--- config.mk ---
export PLATFORM = sky130hd
export DESIGN_NAME = adc_stream_rx
export DESIGN_NICKNAME = d
export VERILOG_FILES = /design/src/rtl/adc_stream_rx_pkg.sv /design/src/rtl/adc_rx_fifo.sv /design/src/rtl/adc_stream_rx.sv
export SDC_FILE = /design/constraint.sdc
export NUM_CORES = 1
export LEC_CHECK = 0
export CORE_ASPECT_RATIO = 1.75
export CORE_MARGIN = 4
export CORE_UTILIZATION = 61
export CTS_CLUSTER_SIZE = 24
export DETAILED_ROUTE_END_ITERATION = 7
export PLACE_DENSITY = 0.8
export SLEW_MARGIN = 20
export SYNTH_ARGS = -nofsm -noshare
export SYNTH_HDL_FRONTEND = slang
export SYNTH_SLANG_ARGS = --single-unit
--- constraint.sdc ---
create_clock -name clk -period 57.6 [get_ports clk]
set_input_delay 17.28 -clock clk [delete_from_list [all_inputs] [get_ports clk]]
set_output_delay 17.28 -clock clk [all_outputs]
set_load 0.01 [all_outputs]
--- src/rtl/adc_stream_rx_pkg.sv ---
// -----------------------------------------------------------------------------
// adc_stream_rx_pkg
// Shared definitions for the ADC serial-stream receiver: default sample width,
// word/half-word geometry, capture state encoding and the pad half-word used
// to complete the final word of an odd-length capture.
// -----------------------------------------------------------------------------
package adc_stream_rx_pkg;

    localparam int SAMPLE_W_DEFAULT = 16;
    localparam int HALF_W           = 16;
    localparam int WORD_W           = 2 * HALF_W;

    // Fills the newer-sample slot of the last word when nsam is odd.
    localparam logic [HALF_W-1:0] PAD_HALF = 16'h0;

    typedef enum logic [1:0] {
        IDLE   = 2'd0,
        SHIFT  = 2'd1,
        DONE_S = 2'd2
    } state_e;

    // Older sample occupies the upper half so the host reads samples in order.
    function automatic logic [WORD_W-1:0] pack_word(input logic [HALF_W-1:0] older,
                                                    input logic [HALF_W-1:0] newer);
        return {older, newer};
    endfunction

endpackage

--- src/rtl/adc_rx_fifo.sv ---
// -----------------------------------------------------------------------------
// adc_rx_fifo
// First-word-fall-through synchronous FIFO with registered count/full/empty.
// Shared by the ADC stream path and the SPI readback path.
//
// Ports:
//   clk      in   rising-edge clock
//   rst      in   asynchronous active-high reset (empties the FIFO)
//   push_i   in   write wdata_i; dropped when full unless a pop happens too
//   wdata_i  in   WIDTH-bit write data
//   pop_i    in   advance the head; ignored when empty
//   rdata_o  out  head word, valid whenever empty_o is low
//   empty_o  out  no words held
//   full_o   out  DEPTH words held
//   count_o  out  number of words held
// -----------------------------------------------------------------------------
module adc_rx_fifo #(
    parameter int WIDTH = 32,
    parameter int DEPTH = 16,
    parameter int CNT_W = $clog2(DEPTH) + 1
) (
    input  logic             clk,
    input  logic             rst,
    input  logic             push_i,
    input  logic [WIDTH-1:0] wdata_i,
    input  logic             pop_i,
    output logic [WIDTH-1:0] rdata_o,
    output logic             empty_o,
    output logic             full_o,
    output logic [CNT_W-1:0] count_o
);

    localparam int PTR_W = $clog2(DEPTH);

    logic [WIDTH-1:0] mem_q [DEPTH];
    logic [PTR_W-1:0] wr_ptr_q;
    logic [PTR_W-1:0] rd_ptr_q;
    logic [CNT_W-1:0] count_q;
    logic [CNT_W-1:0] count_d;
    logic             empty_q;
    logic             full_q;
    logic             push_ok;
    logic             pop_ok;

    // A pop frees a slot in the same cycle, so a push at full still lands
    // when it coincides with a read.
    // NOTE: every always_comb output gets a default first so no path through
    // the block leaves it unassigned and infers a latch.
    always_comb begin
        pop_ok  = pop_i & ~empty_q;
        push_ok = push_i & (~full_q | pop_ok);
        count_d = count_q;
        if (push_ok && !pop_ok) begin
            count_d = count_q + CNT_W'(1);
        end else if (!push_ok && pop_ok) begin
            count_d = count_q - CNT_W'(1);
        end
    end

    // NOTE: the storage array is reset as well so the head reads 0 out of
    // reset instead of X; at this depth the cost of resettable storage is
    // negligible.
    always_ff @(posedge clk or posedge rst) begin
        if (rst) begin
            for (int i = 0; i < DEPTH; i++) begin
                mem_q[i] <= '0;
            end
        end else if (push_ok) begin
            mem_q[wr_ptr_q] <= wdata_i;
        end
    end

    // DEPTH is a power of two, so the pointers wrap by plain overflow.
    always_ff @(posedge clk or posedge rst) begin
        if (rst) begin
            wr_ptr_q <= '0;
            rd_ptr_q <= '0;
            count_q  <= '0;
            empty_q  <= 1'b1;
            full_q   <= 1'b0;
        end else begin
            if (push_ok) begin
                wr_ptr_q <= wr_ptr_q + PTR_W'(1);
            end
            if (pop_ok) begin
                rd_ptr_q <= rd_ptr_q + PTR_W'(1);
            end
            count_q <= count_d;
            empty_q <= (count_d == '0);
            full_q  <= (count_d == CNT_W'(DEPTH));
        end
    end

    assign rdata_o = mem_q[rd_ptr_q];
    assign empty_o = empty_q;
    assign full_o  = full_q;
    assign count_o = count_q;

endmodule

--- src/rtl/adc_stream_rx.sv ---
// -----------------------------------------------------------------------------
// adc_stream_rx
// Receives the ADC serial bitstream on the weClk domain, deserialises
// MSB-first samples, packs two samples per 32-bit word and buffers the words
// in a FWFT FIFO drained by the host PipeOut read strobe.
//
// Ports:
//   clk          in   weClk, all logic on the rising edge
//   rst          in   asynchronous active-high reset
//   start        in   one-cycle pulse arming a capture (ignored while busy)
//   nsam         in   samples to capture, latched on an accepted start
//   slp          in   ADC sleep: bit clock ignored while high
//   rst_adc      in   ADC reset: discards the partial sample
//   clk_s_d_out  in   ADC bit clock (asynchronous)
//   dout         in   ADC serial data, valid on the bit-clock rising edge
//   rd_en        in   pops the FIFO head
//   data_out     out  FIFO head {older sample, newer sample}
//   empty/full   out  FIFO status
//   fifo_count   out  words held in the FIFO
//   sample_cnt   out  samples received in the current capture
//   busy         out  capture in progress
//   done         out  one-cycle pulse at the end of a capture
//   overflow     out  sticky: a word was dropped because the FIFO was full
// -----------------------------------------------------------------------------
module adc_stream_rx
    import adc_stream_rx_pkg::*;
#(
    parameter int SAMPLE_W   = SAMPLE_W_DEFAULT,
    parameter int FIFO_DEPTH = 16,
    parameter int CNT_W      = 5
) (
    input  logic              clk,
    input  logic              rst,
    input  logic              start,
    input  logic [31:0]       nsam,
    input  logic              slp,
    input  logic              rst_adc,
    input  logic              clk_s_d_out,
    input  logic              dout,
    input  logic              rd_en,
    output logic [WORD_W-1:0] data_out,
    output logic              empty,
    output logic              full,
    output logic [CNT_W-1:0]  fifo_count,
    output logic [31:0]       sample_cnt,
    output logic              busy,
    output logic              done,
    output logic              overflow
);

    localparam int BIT_CNT_W = $clog2(SAMPLE_W);
    localparam logic [BIT_CNT_W-1:0] LAST_BIT = BIT_CNT_W'(SAMPLE_W - 1);

    // Synchroniser chains: [0] first stage, [1] second stage, [2] edge history.
    logic [2:0]              clk_sync_q;
    logic [1:0]              dout_sync_q;

    state_e                  state_q;
    logic [31:0]             nsam_q;
    logic [31:0]             sample_cnt_q;
    logic [BIT_CNT_W-1:0]    bit_cnt_q;
    logic [SAMPLE_W-2:0]     shift_q;
    logic [HALF_W-1:0]       half_q;
    logic                    busy_q;
    logic                    done_q;
    logic                    overflow_q;
    logic                    push_q;
    logic [WORD_W-1:0]       push_data_q;

    logic                    bit_strobe;
    logic                    bit_d;
    logic [SAMPLE_W-1:0]     sample_d;
    logic [HALF_W-1:0]       sample_ext_d;
    logic [31:0]             sample_cnt_d;
    logic                    fifo_full;

    // NOTE: all clocked state uses non-blocking assignments so every register
    // samples pre-edge values regardless of statement order.
    always_ff @(posedge clk or posedge rst) begin
        if (rst) begin
            clk_sync_q  <= '0;
            dout_sync_q <= '0;
        end else begin
            clk_sync_q  <= {clk_sync_q[1:0], clk_s_d_out};
            dout_sync_q <= {dout_sync_q[0], dout};
        end
    end

    // The data bit is taken from the same synchroniser depth as the clock
    // stage that flags the edge, so it is the value present at that edge.
    assign bit_strobe   = clk_sync_q[1] & ~clk_sync_q[2];
    assign bit_d        = dout_sync_q[1];
    assign sample_d     = {shift_q, bit_d};
    assign sample_ext_d = HALF_W'(sample_d);
    assign sample_cnt_d = sample_cnt_q + 32'd1;

    always_ff @(posedge clk or posedge rst) begin
        if (rst) begin
            state_q      <= IDLE;
            nsam_q       <= '0;
            sample_cnt_q <= '0;
            bit_cnt_q    <= '0;
            shift_q      <= '0;
            half_q       <= '0;
            busy_q       <= 1'b0;
            done_q       <= 1'b0;
            overflow_q   <= 1'b0;
            push_q       <= 1'b0;
            push_data_q  <= '0;
        end else begin
            push_q <= 1'b0;
            done_q <= 1'b0;

            // The word presented last cycle is lost when the FIFO is full and
            // no read frees a slot.
            if (push_q && fifo_full && !rd_en) begin
                overflow_q <= 1'b1;
            end

            case (state_q)
                IDLE: begin
                    if (start) begin
                        nsam_q       <= nsam;
                        sample_cnt_q <= '0;
                        overflow_q   <= 1'b0;
                        bit_cnt_q    <= '0;
                        shift_q      <= '0;
                        if (nsam != 32'd0) begin
                            state_q <= SHIFT;
                            busy_q  <= 1'b1;
                        end else begin
                            state_q <= DONE_S;
                            done_q  <= 1'b1;
                        end
                    end
                end

                SHIFT: begin
                    if (rst_adc) begin
                        // Only the partial sample is discarded; completed
                        // samples and the pending half-word survive.
                        bit_cnt_q <= '0;
                        shift_q   <= '0;
                    end else if (bit_strobe && !slp) begin
                        shift_q <= sample_d[SAMPLE_W-2:0];
                        if (bit_cnt_q == LAST_BIT) begin
                            bit_cnt_q    <= '0;
                            sample_cnt_q <= sample_cnt_d;
                            if (!sample_cnt_q[0]) begin
                                half_q <= sample_ext_d;
                            end else begin
                                push_q      <= 1'b1;
                                push_data_q <= pack_word(half_q, sample_ext_d);
                            end
                            if (sample_cnt_d == nsam_q) begin
                                // Odd count: the last sample would otherwise
                                // sit unpaired in the half-word register.
                                if (nsam_q[0]) begin
                                    push_q      <= 1'b1;
                                    push_data_q <= pack_word(sample_ext_d, PAD_HALF);
                                end
                                state_q <= DONE_S;
                                busy_q  <= 1'b0;
                                done_q  <= 1'b1;
                            end
                        end else begin
                            bit_cnt_q <= bit_cnt_q + BIT_CNT_W'(1);
                        end
                    end
                end

                DONE_S: begin
                    state_q <= IDLE;
                end

                default: begin
                    state_q <= IDLE;
                end
            endcase
        end
    end

    adc_rx_fifo #(
        .WIDTH (WORD_W),
        .DEPTH (FIFO_DEPTH),
        .CNT_W (CNT_W)
    ) u_fifo (
        .clk     (clk),
        .rst     (rst),
        .push_i  (push_q),
        .wdata_i (push_data_q),
        .pop_i   (rd_en),
        .rdata_o (data_out),
        .empty_o (empty),
        .full_o  (fifo_full),
        .count_o (fifo_count)
    );

    assign full       = fifo_full;
    assign sample_cnt = sample_cnt_q;
    assign busy       = busy_q;
    assign done       = done_q;
    assign overflow   = overflow_q;

endmodule
* Yosys cells after proc, flatten, opt, wreduce, memory -nomap -nowiden *
Cells that the tools add are included.

cells by class
  add/subtract/negate cells = 6
  reductions and logical operators = 21
  $lt $le $gt $ge = 3
  muxes and demuxes = 56
  eq/ne operators = 11
  bitwise gates (word level) = 11

operators with widths
  operator                                                         count
  512-bit bitwise mux                                              1
  32-bit 2-to-1 mux                                                10
  32-bit binary-select mux with 4-bit select                       1
  32-bit demux with 4-bit select                                   1
  32-bit one-hot mux with 2 select lines                           1
  15-bit 2-to-1 mux                                                3
  32-bit by 1-bit adder with 32-bit output, second input constant  1
  32-bit equality test                                             1
  32-bit nonzero test                                              1
  15-bit one-hot mux with 2 select lines                           1
  1-bit 2-to-1 mux                                                 22
  4-bit 2-to-1 mux                                                 4
  5-bit AND reduction                                              3
  4-bit by 1-bit adder with 4-bit output, second input constant    3
  2-bit 2-to-1 mux                                                 6
  2-bit != test, second input constant                             6
  5-bit greater-or-equal comparator, second input constant         2
  5-bit 2-to-1 mux                                                 2
  4-bit inverter with 5-bit output                                 2
  4-bit one-hot mux with 2 select lines                            1
  7-bit AND reduction                                              1
  1-bit logical AND                                                6
  5-bit by 1-bit adder with 5-bit output, second input constant    1
  5-bit equality test, second input constant                       1
  other kinds (17)                                                 27

storage, ports and cells
  output and inout port bits = 74
  input port bits = 40
  register bits after elaboration = 669
  logic and storage cells = 142

* Longest topological paths before layout *
Gate-level depths: netlist (run 1).

  depth after elaboration = 9
  depth in mapped cells = 12
  depth with buffers taken out = 10

* Hierarchy *
A second synthesis (run 1) with hierarchy kept.

unflattened totals
  cells, all modules = 2247
  area, all modules = 31709.2 um^2

by module, submodules not included
  module         cells each  sequential area each (um^2)  area each (um^2)  instances
  adc_rx_fifo    1414        13188.9                      23852.9           1
  adc_stream_rx  833         3553.4                       7856.3            1

* Worst setup path after synthesis (run 1) *
OpenSTA, ideal clock, no wires.

  path kind = input to register
  start point = in slp
  end point = reg half_q[0]
  setup time = 125 ps
  stages = 7
  data required time = 57475 ps
  arrival = 19703 ps
  slack = 37773 ps
  path buffers = 2
  cell sequence = or3b_2 -> or3_1 -> or2_2 -> clkbuf_1 -> nor2_1 -> clkbuf_1 -> mux2_2

on the way
  cells in the longest elaborated chain, start to end = 3

RTL lines
  what                           line                  RTL
  start: declaration             adc_stream_rx.sv:36   input logic slp,
  1-bit logical NOT              adc_stream_rx.sv:144  end else if (bit_strobe && !slp) begin
  1-bit logical AND              adc_stream_rx.sv:144
  5-bit AND reduction (no line)  -
  end signal: assignment         adc_stream_rx.sv:150  half_q <= sample_ext_d;
  end: declaration               adc_stream_rx.sv:63   logic [HALF_W-1:0] half_q;

No other way between the ends.
A chain may end at the register's enable or synchronous reset.

* Worst setup path after layout (run 1) *
  start point = reg u_fifo.rd_ptr_q[0]
  end point = out data_out[5]

on the way
  cells in the longest elaborated chain, start to end = 4

RTL lines
  what                                                    line                 RTL
  start: declaration                                      adc_rx_fifo.sv:37    logic [PTR_W-1:0] rd_ptr_q;
  start signal: assignment                                adc_rx_fifo.sv:86    rd_ptr_q <= rd_ptr_q + PTR_W'(1);
  4-bit inverter with 5-bit output (not written as such)  adc_rx_fifo.sv:94    assign rdata_o = mem_q[rd_ptr_q];
  32-bit binary-select mux with 4-bit select              adc_rx_fifo.sv:94
  32-bit 2-to-1 mux (not written as such) (2 in series)   adc_rx_fifo.sv:94
  end: declaration                                        adc_stream_rx.sv:41  output logic [WORD_W-1:0] data_out,

No other way between the ends. The select of a mux whose other input is x is not followed.

==> results of run 1 <==
==> worst paths after layout <==
| kind | start | to | slack, ns | cells past startpoint |
|---|---|---|---|---|
| max | u_fifo.rd_ptr_q[0]$_DFFE_PP0P_ | data_out[5] | 35.32 | 5 |
| min | clk_sync_q[0]$_DFF_PP0_ | clk_sync_q[1]$_DFF_PP0_ | 0.36 | 0 |
| max reg2reg | sample_cnt[0]$_DFFE_PP0P_ | push_data_q[0]$_DFFE_PP0P_ | 52.64 | 10 |
| min reg2reg | clk_sync_q[0]$_DFF_PP0_ | clk_sync_q[1]$_DFF_PP0_ | 0.36 | 0 |
| max in group asynchronous | rst | u_fifo.mem_q[269]$_DFFE_PP0P_ | 37.23 | 6 |
| min in group asynchronous | rst | u_fifo.count_o[1]$_DFF_PP0_ | 17.18 | 2 |
==> layout by cell type (no fill, tap or decap), types with 18 or more instances in the layout <==
master,netlist,layout
sky130_fd_sc_hd__nand4_1,26,26
sky130_fd_sc_hd__xnor2_1,30,30
sky130_fd_sc_hd__o21ai_0,64,64
sky130_fd_sc_hd__dfrtp_1,668,664
sky130_fd_sc_hd__inv_1,33,32
sky130_fd_sc_hd__clkdlybuf4s50_1,0,113
sky130_fd_sc_hd__nor2_1,64,63
sky130_fd_sc_hd__and3_1,25,25
sky130_fd_sc_hd__a22o_1,21,21
sky130_fd_sc_hd__nor4_1,22,21
sky130_fd_sc_hd__nor3_1,22,22
sky130_fd_sc_hd__a211o_1,18,18
sky130_fd_sc_hd__mux2_2,558,558
sky130_fd_sc_hd__nand3_1,35,23
sky130_fd_sc_hd__buf_4,2,32
sky130_fd_sc_hd__mux4_2,160,160
sky130_fd_sc_hd__clkbuf_16,0,59
sky130_fd_sc_hd__nand2_1,72,72
==> state kept, by name, summed over array words and instances, names as in the netlist <==
register / cells
clk_sync_q: 3
sample_cnt: 32
state_q: 2
u_fifo.wr_ptr_q: 4
shift_q: 15
u_fifo.mem_q: 512
u_fifo.rd_ptr_q: 4
overflow: 1
u_fifo.empty_o: 1
half_q: 16
done: 1
bit_cnt_q: 4
dout_sync_q: 2
push_data_q: 32
push_q: 1
nsam_q: 32
busy: 1
u_fifo.count_o: 5
u_fifo.full_o: 1
==> logic make-up (layout without fill, tap and decap cells) <==
family          Yosys count  in the layout  synth area share
mux                     718            718             0.319
flops                   669            669             0.540
simple gates            328            328            0.0570
buf+inv                 201            286            0.0257
compound gates          186            186            0.0413
xor+xnor                 45             45            0.0127
fa+ha+maj                10             10           0.00404
==> where the power goes <==
part	internal (mW)	leakage, nW	total [mW]	switching [mW]
clock network	0.219	0.943	0.394	0.175
registers	0.475	9.25	0.503	0.0279
logic	0.0577	6.22	0.120	0.0623
total	0.752	16.4	1.02	0.265
==> routing by layer <==
metal,GRT usage,share of wire
met5,0,0
met4,0.128,0.052
met3,0.0339,0.047
met2,0.497,0.53
met1,0.356,0.37
==> final cells by class <==
type,instances,area [µm²]
Clock inverter,18,204
Multi-Input combinational cell,1287,13500
Sequential cell,669,16800
Fill cell,3373,15900
Tap cell,666,833
Inverter,33,131
Clock buffer,86,1710
Timing Repair Buffer,149,1440
==> metrics by stage <==
step                      instances  cell area [µm²]  hold slack [ns]
after global placement         2803            32600            0.348
after floorplan                2157            31000            0.331
final                          2908            34600            0.364
after global routing           2908            34600            0.374
after detailed placement       2803            32600            0.348
after CTS                      2907            34600            0.363
==> report_table.html, run 1 <==
<table>
<tr><th>Metric</th><th>Value</th></tr>
<tr><th colspan="2">Run status</th></tr>
<tr><td>Status</td><td>complete, no violations</td></tr>
<tr><th colspan="2">Routing</th></tr>
<tr><td>Final antenna-violating net count</td><td>0</td></tr>
<tr><td>DRC</td><td>0</td></tr>
<tr><td>Detailed Route Iter0 Violations</td><td>1,444</td></tr>
<tr><td>TritonRoute pass-1 iters</td><td>7</td></tr>
<tr><td>Number of vias per cell</td><td>6.61</td></tr>
<tr><td>Wire length reported by the detailed router</td><td>75,800 µm</td></tr>
<tr><td>Vias after detailed routing</td><td>19.2k</td></tr>
<tr><td>Routed wire per std cell</td><td>26.1 µm</td></tr>
<tr><th colspan="2">Finish</th></tr>
<tr><td>Share of post-route cells with drive strength above 1</td><td>0.393</td></tr>
<tr><td>Core Util, Final</td><td>0.686</td></tr>
<tr><td>Nets@finish</td><td>2,249</td></tr>
<tr><td>Antenna cell count</td><td>0</td></tr>
<tr><td>Area growth from synthesis to layout</td><td>11.6%</td></tr>
<tr><th colspan="2">STA</th></tr>
<tr><td>Setup repair after global routing missed its margin</td><td>no</td></tr>
<tr><td>Transition time at the pin with the least slew margin</td><td>1.10 ns</td></tr>
<tr><td>Final-report max-slew violation count</td><td>0</td></tr>
<tr><td>Slew headroom</td><td>0.266</td></tr>
<tr><td>Number of failing hold endpoints at the final stage</td><td>0</td></tr>
<tr><td>Tmin final</td><td>22.28 ns</td></tr>
<tr><td>Post-layout worst setup margin</td><td>35.32 ns</td></tr>
<tr><td>Total negative setup slack</td><td>0 ns</td></tr>
<tr><td>Achievable clock frequency</td><td>44.9 MHz</td></tr>
<tr><td>Fraction of the cycle the final worst path needs</td><td>0.387</td></tr>
<tr><td>Worst clock skew on the final layout</td><td>0.0147 ns</td></tr>
<tr><td>Endpoints failing setup</td><td>0</td></tr>
<tr><th colspan="2">Power</th></tr>
<tr><td>Largest vdd supply drop</td><td>30.2 µV</td></tr>
<tr><td>Lkg Pwr</td><td>16.4 nW</td></tr>
<tr><td>Tot Pwr</td><td>1.02 mW</td></tr>
<tr><td>Power per standard cell area</td><td>29.4 mW/mm²</td></tr>
<tr><th colspan="2">Floorplanning</th></tr>
<tr><td>Cell Rows</td><td>109</td></tr>
<tr><td>Number of placed I/O pins</td><td>114</td></tr>
<tr><td>Horizontal die dimension</td><td>178 µm</td></tr>
<tr><td>Die height</td><td>306 µm</td></tr>
<tr><td>Effective utilization at floorplan</td><td>0.614</td></tr>
<tr><td>Total core area</td><td>0.0505 mm²</td></tr>
<tr><td>Total Die Area</td><td>0.0546 mm²</td></tr>
<tr><th colspan="2">Place</th></tr>
<tr><td>DP Wirelength</td><td>46,300 µm</td></tr>
<tr><td>DP Worst Slack</td><td>35.80 ns</td></tr>
<tr><td>Routability congestion estimate</td><td>0.934</td></tr>
<tr><td>Quantity of I/O buffers inserted on ports</td><td>113</td></tr>
<tr><th colspan="2">Global route</th></tr>
<tr><td>Initial antenna violation count</td><td>0</td></tr>
<tr><td>Global-route wire length before repair</td><td>121,000 µm</td></tr>
<tr><td>GRT Resource Usage Total</td><td>0.285</td></tr>
<tr><td>Total overflow reported by the global router</td><td>0</td></tr>
<tr><td>Via count of the first global-routing pass</td><td>21.1k</td></tr>
<tr><td>Largest net degree at the start of global routing</td><td>205</td></tr>
<tr><th colspan="2">Clock tree</th></tr>
<tr><td>Count of H-tree levels built during CTS</td><td>2</td></tr>
<tr><td>Clock-pin slew on the worst setup and hold paths</td><td>0.07 ns</td></tr>
<tr><td>Hold-fix buffers at CTS</td><td>0</td></tr>
<tr><td>CTS tree</td><td>done</td></tr>
<tr><td>Number of gates resized after cts</td><td>0</td></tr>
<tr><td>Master cell of the clock root buffer</td><td>sky130_fd_sc_hd__clkbuf_16</td></tr>
<tr><td>Maximum buffer depth of the clock tree</td><td>3</td></tr>
<tr><td>Buffers inserted during post-CTS setup optimization</td><td>0</td></tr>
<tr><td>TritonCTS Sinks</td><td>669</td></tr>
<tr><td>Clock network latency to the later pin of the worst-skew pair</td><td>0.61 ns</td></tr>
<tr><td>Clock buffers created by TritonCTS</td><td>59</td></tr>
<tr><th colspan="2">Synth</th></tr>
<tr><td>Fraction of registers with async set/reset</td><td>1.00</td></tr>
<tr><td>Warnings, synthesis</td><td>0</td></tr>
<tr><td>Fraction of post-synthesis cell area in the top cell type by area</td><td>0.539</td></tr>
<tr><td>Average size of a mapped cell</td><td>14.4 µm²</td></tr>
<tr><td>Number of flops mapped to enable cells by yosys</td><td>0</td></tr>
<tr><td>Mapped Area</td><td>0.0310 mm²</td></tr>
<tr><td>Post-synthesis cell count</td><td>2,157</td></tr>
<tr><td>Seq cells post-synth</td><td>669</td></tr>
<tr><td>Distinct cells, synth</td><td>66</td></tr>
<tr><td>Top-count cell post-synth</td><td>sky130_fd_sc_hd__dfrtp_1</td></tr>
<tr><td>Top cell types by occurrence after synthesis</td><td>sky130_fd_sc_hd__dfrtp_1, sky130_fd_sc_hd__mux2_2, sky130_fd_sc_hd__mux4_2, sky130_fd_sc_hd__clkbuf_1, sky130_fd_sc_hd__nand2_1</td></tr>
<tr><td>Top cell type by total area after synthesis</td><td>sky130_fd_sc_hd__dfrtp_1</td></tr>
<tr><td>Sequential-to-total area share from yosys stat</td><td>0.540</td></tr>
<tr><td>Leading post-synthesis cells by cell area</td><td>sky130_fd_sc_hd__dfrtp_1, sky130_fd_sc_hd__mux2_2, sky130_fd_sc_hd__mux4_2</td></tr>
<tr><td>Ys flop type</td><td>sky130_fd_sc_hd__dfrtp_1</td></tr>
<tr><td>Net count after synthesis</td><td>2,207</td></tr>
<tr><th colspan="2">Setup path</th></tr>
<tr><td>Crit-path leading delay family</td><td>buffers and inverters</td></tr>
<tr><td>WP buf/inv</td><td>3</td></tr>
<tr><td>Signal arrival time at the worst endpoint</td><td>5.00 ns</td></tr>
<tr><td>Library cell contributing the largest single delay on the critical path</td><td>sky130_fd_sc_hd__dfrtp_4</td></tr>
<tr><td>Max incr delay on CP</td><td>1.06 ns</td></tr>
<tr><td>Largest fanout of any net on the critical path</td><td>48</td></tr>
<tr><td>Critical path start-end classification</td><td>reg2out</td></tr>
<tr><td>Cell-by-cell trace of the critical path</td><td>buf_4 -&gt; buf_4 -&gt; mux4_2 -&gt; mux4_2 -&gt; clkdlybuf4s50_1</td></tr>
<tr><td>Required time of the critical path</td><td>40.32 ns</td></tr>
<tr><td>Crit path capture type</td><td>primary output</td></tr>
<tr><td>Critical Path Source Type</td><td>flop</td></tr>
<tr><th colspan="2">Hold path</th></tr>
<tr><td>HP Class</td><td>reg2reg</td></tr>
<tr><th colspan="2">Run</th></tr>
<tr><td>Max-cap violation count</td><td>0</td></tr>
</table>
(Power assumes the default switching activity.)
==> run 2, diff against run 1 <==
==> constraint.sdc (replaced) <==
create_clock -name clk -period 21.5 [get_ports clk]
set_input_delay 6.45 -clock clk [delete_from_list [all_inputs] [get_ports clk]]
set_output_delay 6.45 -clock clk [all_outputs]
set_load 0.01 [all_outputs]
==> report_table.html, run 2 (synthesis results as in run 1) <==
<table>
<tr><th>Metric</th><th>Value</th></tr>
<tr><th colspan="2">Clock tree</th></tr>
<tr><td>Clock network latency to the later pin of the worst-skew pair</td><td>0.62 ns</td></tr>
<tr><td>Buffers inserted during post-CTS setup optimization</td><td>0</td></tr>
<tr><td>Clock buffers created by TritonCTS</td><td>58</td></tr>
<tr><td>Master cell of the clock root buffer</td><td>sky130_fd_sc_hd__clkbuf_16</td></tr>
<tr><td>Maximum buffer depth of the clock tree</td><td>3</td></tr>
<tr><td>Count of H-tree levels built during CTS</td><td>2</td></tr>
<tr><td>Clock-pin slew on the worst setup and hold paths</td><td>0.07 ns</td></tr>
<tr><td>Number of gates resized after cts</td><td>0</td></tr>
<tr><td>Hold-fix buffers at CTS</td><td>0</td></tr>
<tr><td>CTS tree</td><td>done</td></tr>
<tr><td>TritonCTS Sinks</td><td>669</td></tr>
<tr><th colspan="2">Setup path</th></tr>
<tr><td>Max incr delay on CP</td><td>0.94 ns</td></tr>
<tr><td>Signal arrival time at the worst endpoint</td><td>4.18 ns</td></tr>
<tr><td>Library cell contributing the largest single delay on the critical path</td><td>sky130_fd_sc_hd__dfrtp_4</td></tr>
<tr><td>Crit-path leading delay family</td><td>buffers and inverters</td></tr>
<tr><td>Required time of the critical path</td><td>15.05 ns</td></tr>
<tr><td>Most frequent cell on the critical path</td><td>sky130_fd_sc_hd__mux4_2</td></tr>
<tr><td>Largest fanout of any net on the critical path</td><td>48</td></tr>
<tr><td>Critical path start-end classification</td><td>reg2out</td></tr>
<tr><td>Crit path capture type</td><td>primary output</td></tr>
<tr><td>Cell-by-cell trace of the critical path</td><td>buf_4 -&gt; mux4_2 -&gt; mux4_2 -&gt; clkdlybuf4s50_1</td></tr>
<tr><td>Critical Path Source Type</td><td>flop</td></tr>
<tr><td>WP buf/inv</td><td>2</td></tr>
<tr><th colspan="2">Global route</th></tr>
<tr><td>Largest net degree at the start of global routing</td><td>188</td></tr>
<tr><td>Met2 track demand over resource</td><td>0.503</td></tr>
<tr><td>GRT Resource Usage Total</td><td>0.281</td></tr>
<tr><td>Global-route wire length before repair</td><td>118,000 µm</td></tr>
<tr><td>Global routing met3 resource utilization</td><td>0.0348</td></tr>
<tr><td>Via count of the first global-routing pass</td><td>20.6k</td></tr>
<tr><td>Initial antenna violation count</td><td>0</td></tr>
<tr><td>Met1 GRT Util</td><td>0.337</td></tr>
<tr><td>Total overflow reported by the global router</td><td>0</td></tr>
<tr><td>Top Usage Layer GRT</td><td>met2</td></tr>
<tr><th colspan="2">Place</th></tr>
<tr><td>Quantity of I/O buffers inserted on ports</td><td>113</td></tr>
<tr><td>Routability congestion estimate</td><td>0.946</td></tr>
<tr><td>DP Wirelength</td><td>46,100 µm</td></tr>
<tr><td>Number of instances in the placed design</td><td>2,798</td></tr>
<tr><th colspan="2">Finish</th></tr>
<tr><td>Most common cell after layout, fill and taps aside</td><td>sky130_fd_sc_hd__dfrtp_1</td></tr>
<tr><td>Commonest non-fill, non-tap cells in the layout</td><td>sky130_fd_sc_hd__dfrtp_1, sky130_fd_sc_hd__mux2_2, sky130_fd_sc_hd__mux4_2</td></tr>
<tr><td>Share of post-route cells with drive strength above 1</td><td>0.393</td></tr>
<tr><td>Nets@finish</td><td>2,242</td></tr>
<tr><td>Largest reg by FF count</td><td>u_fifo.mem_q</td></tr>
<tr><td>Area growth from synthesis to layout</td><td>11.7%</td></tr>
<tr><td>Number of filler instances in the final layout</td><td>3,382</td></tr>
<tr><td>Antenna cell count</td><td>0</td></tr>
<tr><td>Final non-filler cell total</td><td>2,904</td></tr>
<tr><td>Core Util, Final</td><td>0.686</td></tr>
<tr><td>Number of flip-flops in the largest register</td><td>512</td></tr>
<tr><th colspan="2">STA</th></tr>
<tr><td>Final-report max-slew violation count</td><td>0</td></tr>
<tr><td>Endpoints failing setup</td><td>0</td></tr>
<tr><td>Slew headroom</td><td>0.238</td></tr>
<tr><td>Total negative setup slack</td><td>0 ns</td></tr>
<tr><td>Achievable clock frequency</td><td>94.1 MHz</td></tr>
<tr><td>Transition time at the pin with the least slew margin</td><td>1.14 ns</td></tr>
<tr><td>Setup repair after global routing missed its margin</td><td>no</td></tr>
<tr><td>Number of failing hold endpoints at the final stage</td><td>0</td></tr>
<tr><td>Tmin final</td><td>10.63 ns</td></tr>
<tr><td>Worst hold margin</td><td>0.354 ns</td></tr>
<tr><td>Fraction of the cycle the final worst path needs</td><td>0.494</td></tr>
<tr><td>Worst clock skew on the final layout</td><td>0.0169 ns</td></tr>
<tr><th colspan="2">Routing</th></tr>
<tr><td>Routed wire per std cell</td><td>26.0 µm</td></tr>
<tr><td>Final antenna-violating net count</td><td>0</td></tr>
<tr><td>Number of vias per cell</td><td>6.50</td></tr>
<tr><td>Wire length reported by the detailed router</td><td>75,400 µm</td></tr>
<tr><td>Vias after detailed routing</td><td>18.9k</td></tr>
<tr><td>DRC</td><td>0</td></tr>
<tr><td>Detailed Route Iter0 Violations</td><td>1,426</td></tr>
<tr><td>TritonRoute pass-1 iters</td><td>5</td></tr>
<tr><th colspan="2">Run status</th></tr>
<tr><td>Status</td><td>complete, no violations</td></tr>
<tr><th colspan="2">Power</th></tr>
<tr><td>Tot Pwr</td><td>2.74 mW</td></tr>
<tr><td>Largest vdd supply drop</td><td>63.9 µV</td></tr>
<tr><td>Lkg Pwr</td><td>16.4 nW</td></tr>
<tr><td>Power per standard cell area</td><td>79.2 mW/mm²</td></tr>
<tr><th colspan="2">Floorplanning</th></tr>
<tr><td>Total core area</td><td>0.0505 mm²</td></tr>
<tr><td>Effective utilization at floorplan</td><td>0.614</td></tr>
<tr><td>Cell Rows</td><td>109</td></tr>
<tr><td>Total Die Area</td><td>0.0546 mm²</td></tr>
<tr><td>Horizontal die dimension</td><td>178 µm</td></tr>
<tr><td>Number of placed I/O pins</td><td>114</td></tr>
<tr><td>Die height</td><td>306 µm</td></tr>
<tr><th colspan="2">Hold path</th></tr>
<tr><td>HP Class</td><td>reg2reg</td></tr>
<tr><th colspan="2">Run</th></tr>
<tr><td>Max-cap violation count</td><td>0</td></tr>
</table>
[run 2: cell types whose count changed in the layout (fill, tap and decap cells not counted), sizes merged]
cell      change
clkinv        +7
inv           -1
clkinvlp      -1
clkbuf        -5
buf           -6
bufinv        +2
[run 2: layer usage]
layer,routed length (µm),part of all wire
met1,27500,0.37
met2,40400,0.54
met3,3140,0.042
met4,4280,0.057
met5,0,0
[run 2: power breakdown]
| group | leakage, nW | total, mW | internal [mW] | switching, mW |
|---|---|---|---|---|
| registers | 9.25 | 1.34 | 1.27 | 0.0690 |
| clock network | 0.978 | 1.07 | 0.601 | 0.471 |
| logic | 6.19 | 0.328 | 0.154 | 0.174 |
[run 2: final cells by class]
| class | count | area [µm²] | area share |
|---|---|---|---|
| Clock inverter | 25 | 299 | 0.00864 |
| Tap cell | 666 | 833 | 0.0241 |
| Timing Repair Buffer | 143 | 1390 | 0.0401 |
| Clock buffer | 81 | 1660 | 0.0479 |
| Inverter | 33 | 128 | 0.00369 |
| Multi-Input combinational cell | 1287 | 13600 | 0.392 |
| Sequential cell | 669 | 16800 | 0.484 |
[run 2: final timing paths]
path | from | endpoint | slack [ns] | depth (start not counted)
min | clk_sync_q[0]$_DFF_PP0_ | clk_sync_q[1]$_DFF_PP0_ | 0.35 | 0
max reg2reg | sample_cnt[0]$_DFFE_PP0P_ | push_q$_DFF_PP0_ | 16.67 | 10
min in group asynchronous | rst | u_fifo.mem_q[482]$_DFFE_PP0P_ | 6.50 | 3
max | u_fifo.rd_ptr_q[0]$_DFFE_PP0P_ | data_out[18] | 10.87 | 4
max in group asynchronous | rst | half_q[12]$_DFFE_PP0P_ | 12.67 | 5
min reg2reg | clk_sync_q[0]$_DFF_PP0_ | clk_sync_q[1]$_DFF_PP0_ | 0.35 | 0
[run 2: per-stage QoR]
step | instance area, µm² | setup slack, ns
finish | 34600 | 10.87
global route | 34600 | 10.57
CTS | 34600 | 10.74
detailed placement | 32700 | 11.43
global placement | 32700 | 11.46
floorplan | 31000 | 5.90
==> run 3, diff against run 2 <==
--- a/config.mk
+++ b/config.mk
@@ -7,10 +7,10 @@
 export LEC_CHECK = 0
 export CORE_ASPECT_RATIO = 1.75
 export CORE_MARGIN = 4
-export CORE_UTILIZATION = 61
+export CORE_UTILIZATION = 55
 export CTS_CLUSTER_SIZE = 24
 export DETAILED_ROUTE_END_ITERATION = 7
-export PLACE_DENSITY = 0.8
+export PLACE_DENSITY = 0.76
 export SLEW_MARGIN = 20
 export SYNTH_ARGS = -nofsm -noshare
 export SYNTH_HDL_FRONTEND = slang
==> constraint.sdc (replaced) <==
create_clock -name clk -period 9.2 [get_ports clk]
set_input_delay 2.76 -clock clk [delete_from_list [all_inputs] [get_ports clk]]
set_output_delay 2.76 -clock clk [all_outputs]
set_load 0.01 [all_outputs]
==> report_table.html, run 3 (synthesis results as in run 1) <==
<table>
<tr><th>Metric</th><th>Value</th></tr>
<tr><th colspan="2">Floorplanning</th></tr>
<tr><td>Total core area</td><td>0.0555 mm²</td></tr>
<tr><td>Effective utilization at floorplan</td><td>0.559</td></tr>
<tr><td>Cell Rows</td><td>114</td></tr>
<tr><td>Total Die Area</td><td>0.0604 mm²</td></tr>
<tr><td>Die height</td><td>322 µm</td></tr>
<tr><td>Number of placed I/O pins</td><td>114</td></tr>
<tr><td>Horizontal die dimension</td><td>187 µm</td></tr>
<tr><th colspan="2">Clock tree</th></tr>
<tr><td>Buffers inserted during post-CTS setup optimization</td><td>0</td></tr>
<tr><td>Count of H-tree levels built during CTS</td><td>2</td></tr>
<tr><td>CTS tree</td><td>done</td></tr>
<tr><td>Clock network latency to the later pin of the worst-skew pair</td><td>0.63 ns</td></tr>
<tr><td>Hold-fix buffers at CTS</td><td>0</td></tr>
<tr><td>Clock-pin slew on the worst setup and hold paths</td><td>0.06 ns</td></tr>
<tr><td>Master cell of the clock root buffer</td><td>sky130_fd_sc_hd__clkbuf_16</td></tr>
<tr><td>Clock buffers created by TritonCTS</td><td>60</td></tr>
<tr><td>Maximum buffer depth of the clock tree</td><td>3</td></tr>
<tr><td>Number of gates resized after cts</td><td>0</td></tr>
<tr><td>TritonCTS Sinks</td><td>669</td></tr>
<tr><th colspan="2">Place</th></tr>
<tr><td>DP Wirelength</td><td>47,200 µm</td></tr>
<tr><td>Quantity of I/O buffers inserted on ports</td><td>113</td></tr>
<tr><td>Cell area after placement</td><td>0.0327 mm²</td></tr>
<tr><td>DP Worst Slack</td><td>2.97 ns</td></tr>
<tr><td>Routability congestion estimate</td><td>0.936</td></tr>
<tr><td>Number of instances in the placed design</td><td>2,832</td></tr>
<tr><th colspan="2">Global route</th></tr>
<tr><td>Total overflow reported by the global router</td><td>0</td></tr>
<tr><td>Global-route wire length before repair</td><td>123,000 µm</td></tr>
<tr><td>Initial antenna violation count</td><td>0</td></tr>
<tr><td>Via count of the first global-routing pass</td><td>21.0k</td></tr>
<tr><td>GRT Resource Usage Total</td><td>0.261</td></tr>
<tr><td>Largest net degree at the start of global routing</td><td>209</td></tr>
<tr><th colspan="2">STA</th></tr>
<tr><td>Endpoints failing setup</td><td>0</td></tr>
<tr><td>Tmin final</td><td>6.65 ns</td></tr>
<tr><td>Number of failing hold endpoints at the final stage</td><td>0</td></tr>
<tr><td>Worst clock skew on the final layout</td><td>0.0133 ns</td></tr>
<tr><td>Achievable clock frequency</td><td>150 MHz</td></tr>
<tr><td>Final-report max-slew violation count</td><td>0</td></tr>
<tr><td>Worst hold margin</td><td>0.355 ns</td></tr>
<tr><td>Setup repair after global routing missed its margin</td><td>no</td></tr>
<tr><td>Slew headroom</td><td>0.223</td></tr>
<tr><td>Transition time at the pin with the least slew margin</td><td>1.15 ns</td></tr>
<tr><td>Fraction of the cycle the final worst path needs</td><td>0.723</td></tr>
<tr><td>Post-layout worst setup margin</td><td>2.55 ns</td></tr>
<tr><td>Total negative setup slack</td><td>0 ns</td></tr>
<tr><th colspan="2">Routing</th></tr>
<tr><td>Vias after detailed routing</td><td>19.0k</td></tr>
<tr><td>Routed wire per std cell</td><td>26.4 µm</td></tr>
<tr><td>Final antenna-violating net count</td><td>0</td></tr>
<tr><td>TritonRoute pass-1 iters</td><td>5</td></tr>
<tr><td>Number of vias per cell</td><td>6.46</td></tr>
<tr><td>Detailed Route Iter0 Violations</td><td>1,138</td></tr>
<tr><td>Wire length reported by the detailed router</td><td>77,800 µm</td></tr>
<tr><td>DRC</td><td>0</td></tr>
<tr><th colspan="2">Setup path</th></tr>
<tr><td>Critical Path Source Type</td><td>flop</td></tr>
<tr><td>Critical path start-end classification</td><td>reg2out</td></tr>
<tr><td>Required time of the critical path</td><td>6.44 ns</td></tr>
<tr><td>Crit path capture type</td><td>primary output</td></tr>
<tr><td>Reg-to-reg critical path startpoint</td><td>sample_cnt[0]$_DFFE_PP0P_</td></tr>
<tr><td>Largest fanout of any net on the critical path</td><td>29</td></tr>
<tr><td>Signal arrival time at the worst endpoint</td><td>3.89 ns</td></tr>
<tr><td>Origin of the worst setup path</td><td>u_fifo.rd_ptr_q[0]$_DFFE_PP0P_</td></tr>
<tr><th colspan="2">Finish</th></tr>
<tr><td>Number of filler instances in the final layout</td><td>3,909</td></tr>
<tr><td>Commonest non-fill, non-tap cells in the layout</td><td>sky130_fd_sc_hd__dfrtp_1, sky130_fd_sc_hd__mux2_2, sky130_fd_sc_hd__mux4_2</td></tr>
<tr><td>Area used by multi-input combinational logic</td><td>0.0136 mm²</td></tr>
<tr><td>Design Area, Final</td><td>0.0350 mm²</td></tr>
<tr><td>Most common cell after layout, fill and taps aside</td><td>sky130_fd_sc_hd__dfrtp_1</td></tr>
<tr><td>Antenna cell count</td><td>0</td></tr>
<tr><td>Final non-filler cell total</td><td>2,947</td></tr>
<tr><td>Number of flip-flops in the largest register</td><td>512</td></tr>
<tr><td>Largest reg by FF count</td><td>u_fifo.mem_q</td></tr>
<tr><td>Area growth from synthesis to layout</td><td>12.9%</td></tr>
<tr><td>FF+latch area</td><td>0.0168 mm²</td></tr>
<tr><td>Nets@finish</td><td>2,250</td></tr>
<tr><td>Share of post-route cells with drive strength above 1</td><td>0.399</td></tr>
<tr><td>Core Util, Final</td><td>0.631</td></tr>
<tr><th colspan="2">Run</th></tr>
<tr><td>Max-cap violation count</td><td>0</td></tr>
<tr><th colspan="2">Power</th></tr>
<tr><td>Power per standard cell area</td><td>192 mW/mm²</td></tr>
<tr><td>Tot Pwr</td><td>6.74 mW</td></tr>
<tr><td>Largest vdd supply drop</td><td>207 µV</td></tr>
<tr><td>Lkg Pwr</td><td>16.5 nW</td></tr>
<tr><th colspan="2">Hold path</th></tr>
<tr><td>HP Class</td><td>reg2reg</td></tr>
<tr><td>HP Start</td><td>clk_sync_q[0]$_DFF_PP0_</td></tr>
<tr><th colspan="2">Run status</th></tr>
<tr><td>Status</td><td>complete, no violations</td></tr>
</table>
run 3: cell count changes in the layout (fill, tap and decap cells not counted), sizes merged:
| cell | delta |
|---|---|
| inv | +1 |
| clkbuf | -11 |
| bufinv | +8 |
| clkinvlp | +9 |
| buf | +6 |
run 3: path summary, 6_finish.rpt:
check                                                end  slack [ns]  depth (start not counted)
setup / recovery                            data_out[28]        2.55                          5
hold / removal                   clk_sync_q[1]$_DFF_PP0_        0.35                          0
setup reg to reg             push_data_q[12]$_DFFE_PP0P_        4.13                         10
hold reg to reg                  clk_sync_q[1]$_DFF_PP0_        0.35                          0
max in group asynchronous  u_fifo.mem_q[303]$_DFFE_PP0P_        4.76                          5
min in group asynchronous   u_fifo.mem_q[31]$_DFFE_PP0P_        2.55                          2
run 3: power breakdown:
part           total [mW]  internal, mW  leakage (nW)  switching (mW)
logic               0.841         0.375          6.23           0.466
clock network        2.79          1.63          1.07            1.16
registers            3.10          2.98          9.25           0.128
total                6.74          4.98          16.5            1.76
run 3: per-layer routing:
layer  routed length, µm  GRT usage
met5                   0          0
met4                4290      0.125
met3                3490     0.0344
met2               40800      0.465
met1               29200      0.317
run 3: area by class of cell:
type,instances,share of cell area
sequential,669,0.479
multi-input combinational,1287,0.388
clock buffer,70,0.0460
timing repair buffer,149,0.0420
tap,696,0.0249
clock inverter,43,0.0174
inverter,33,0.00365
run 3: critical path, stage by stage, from the launching register on:
cell and delay [ns]:
sky130_fd_sc_hd__dfrtp_4 0.81, sky130_fd_sc_hd__buf_12 0.31, sky130_fd_sc_hd__buf_4 0.51, sky130_fd_sc_hd__mux4_2 0.59
sky130_fd_sc_hd__mux4_2 0.49, sky130_fd_sc_hd__clkdlybuf4s50_1 0.52
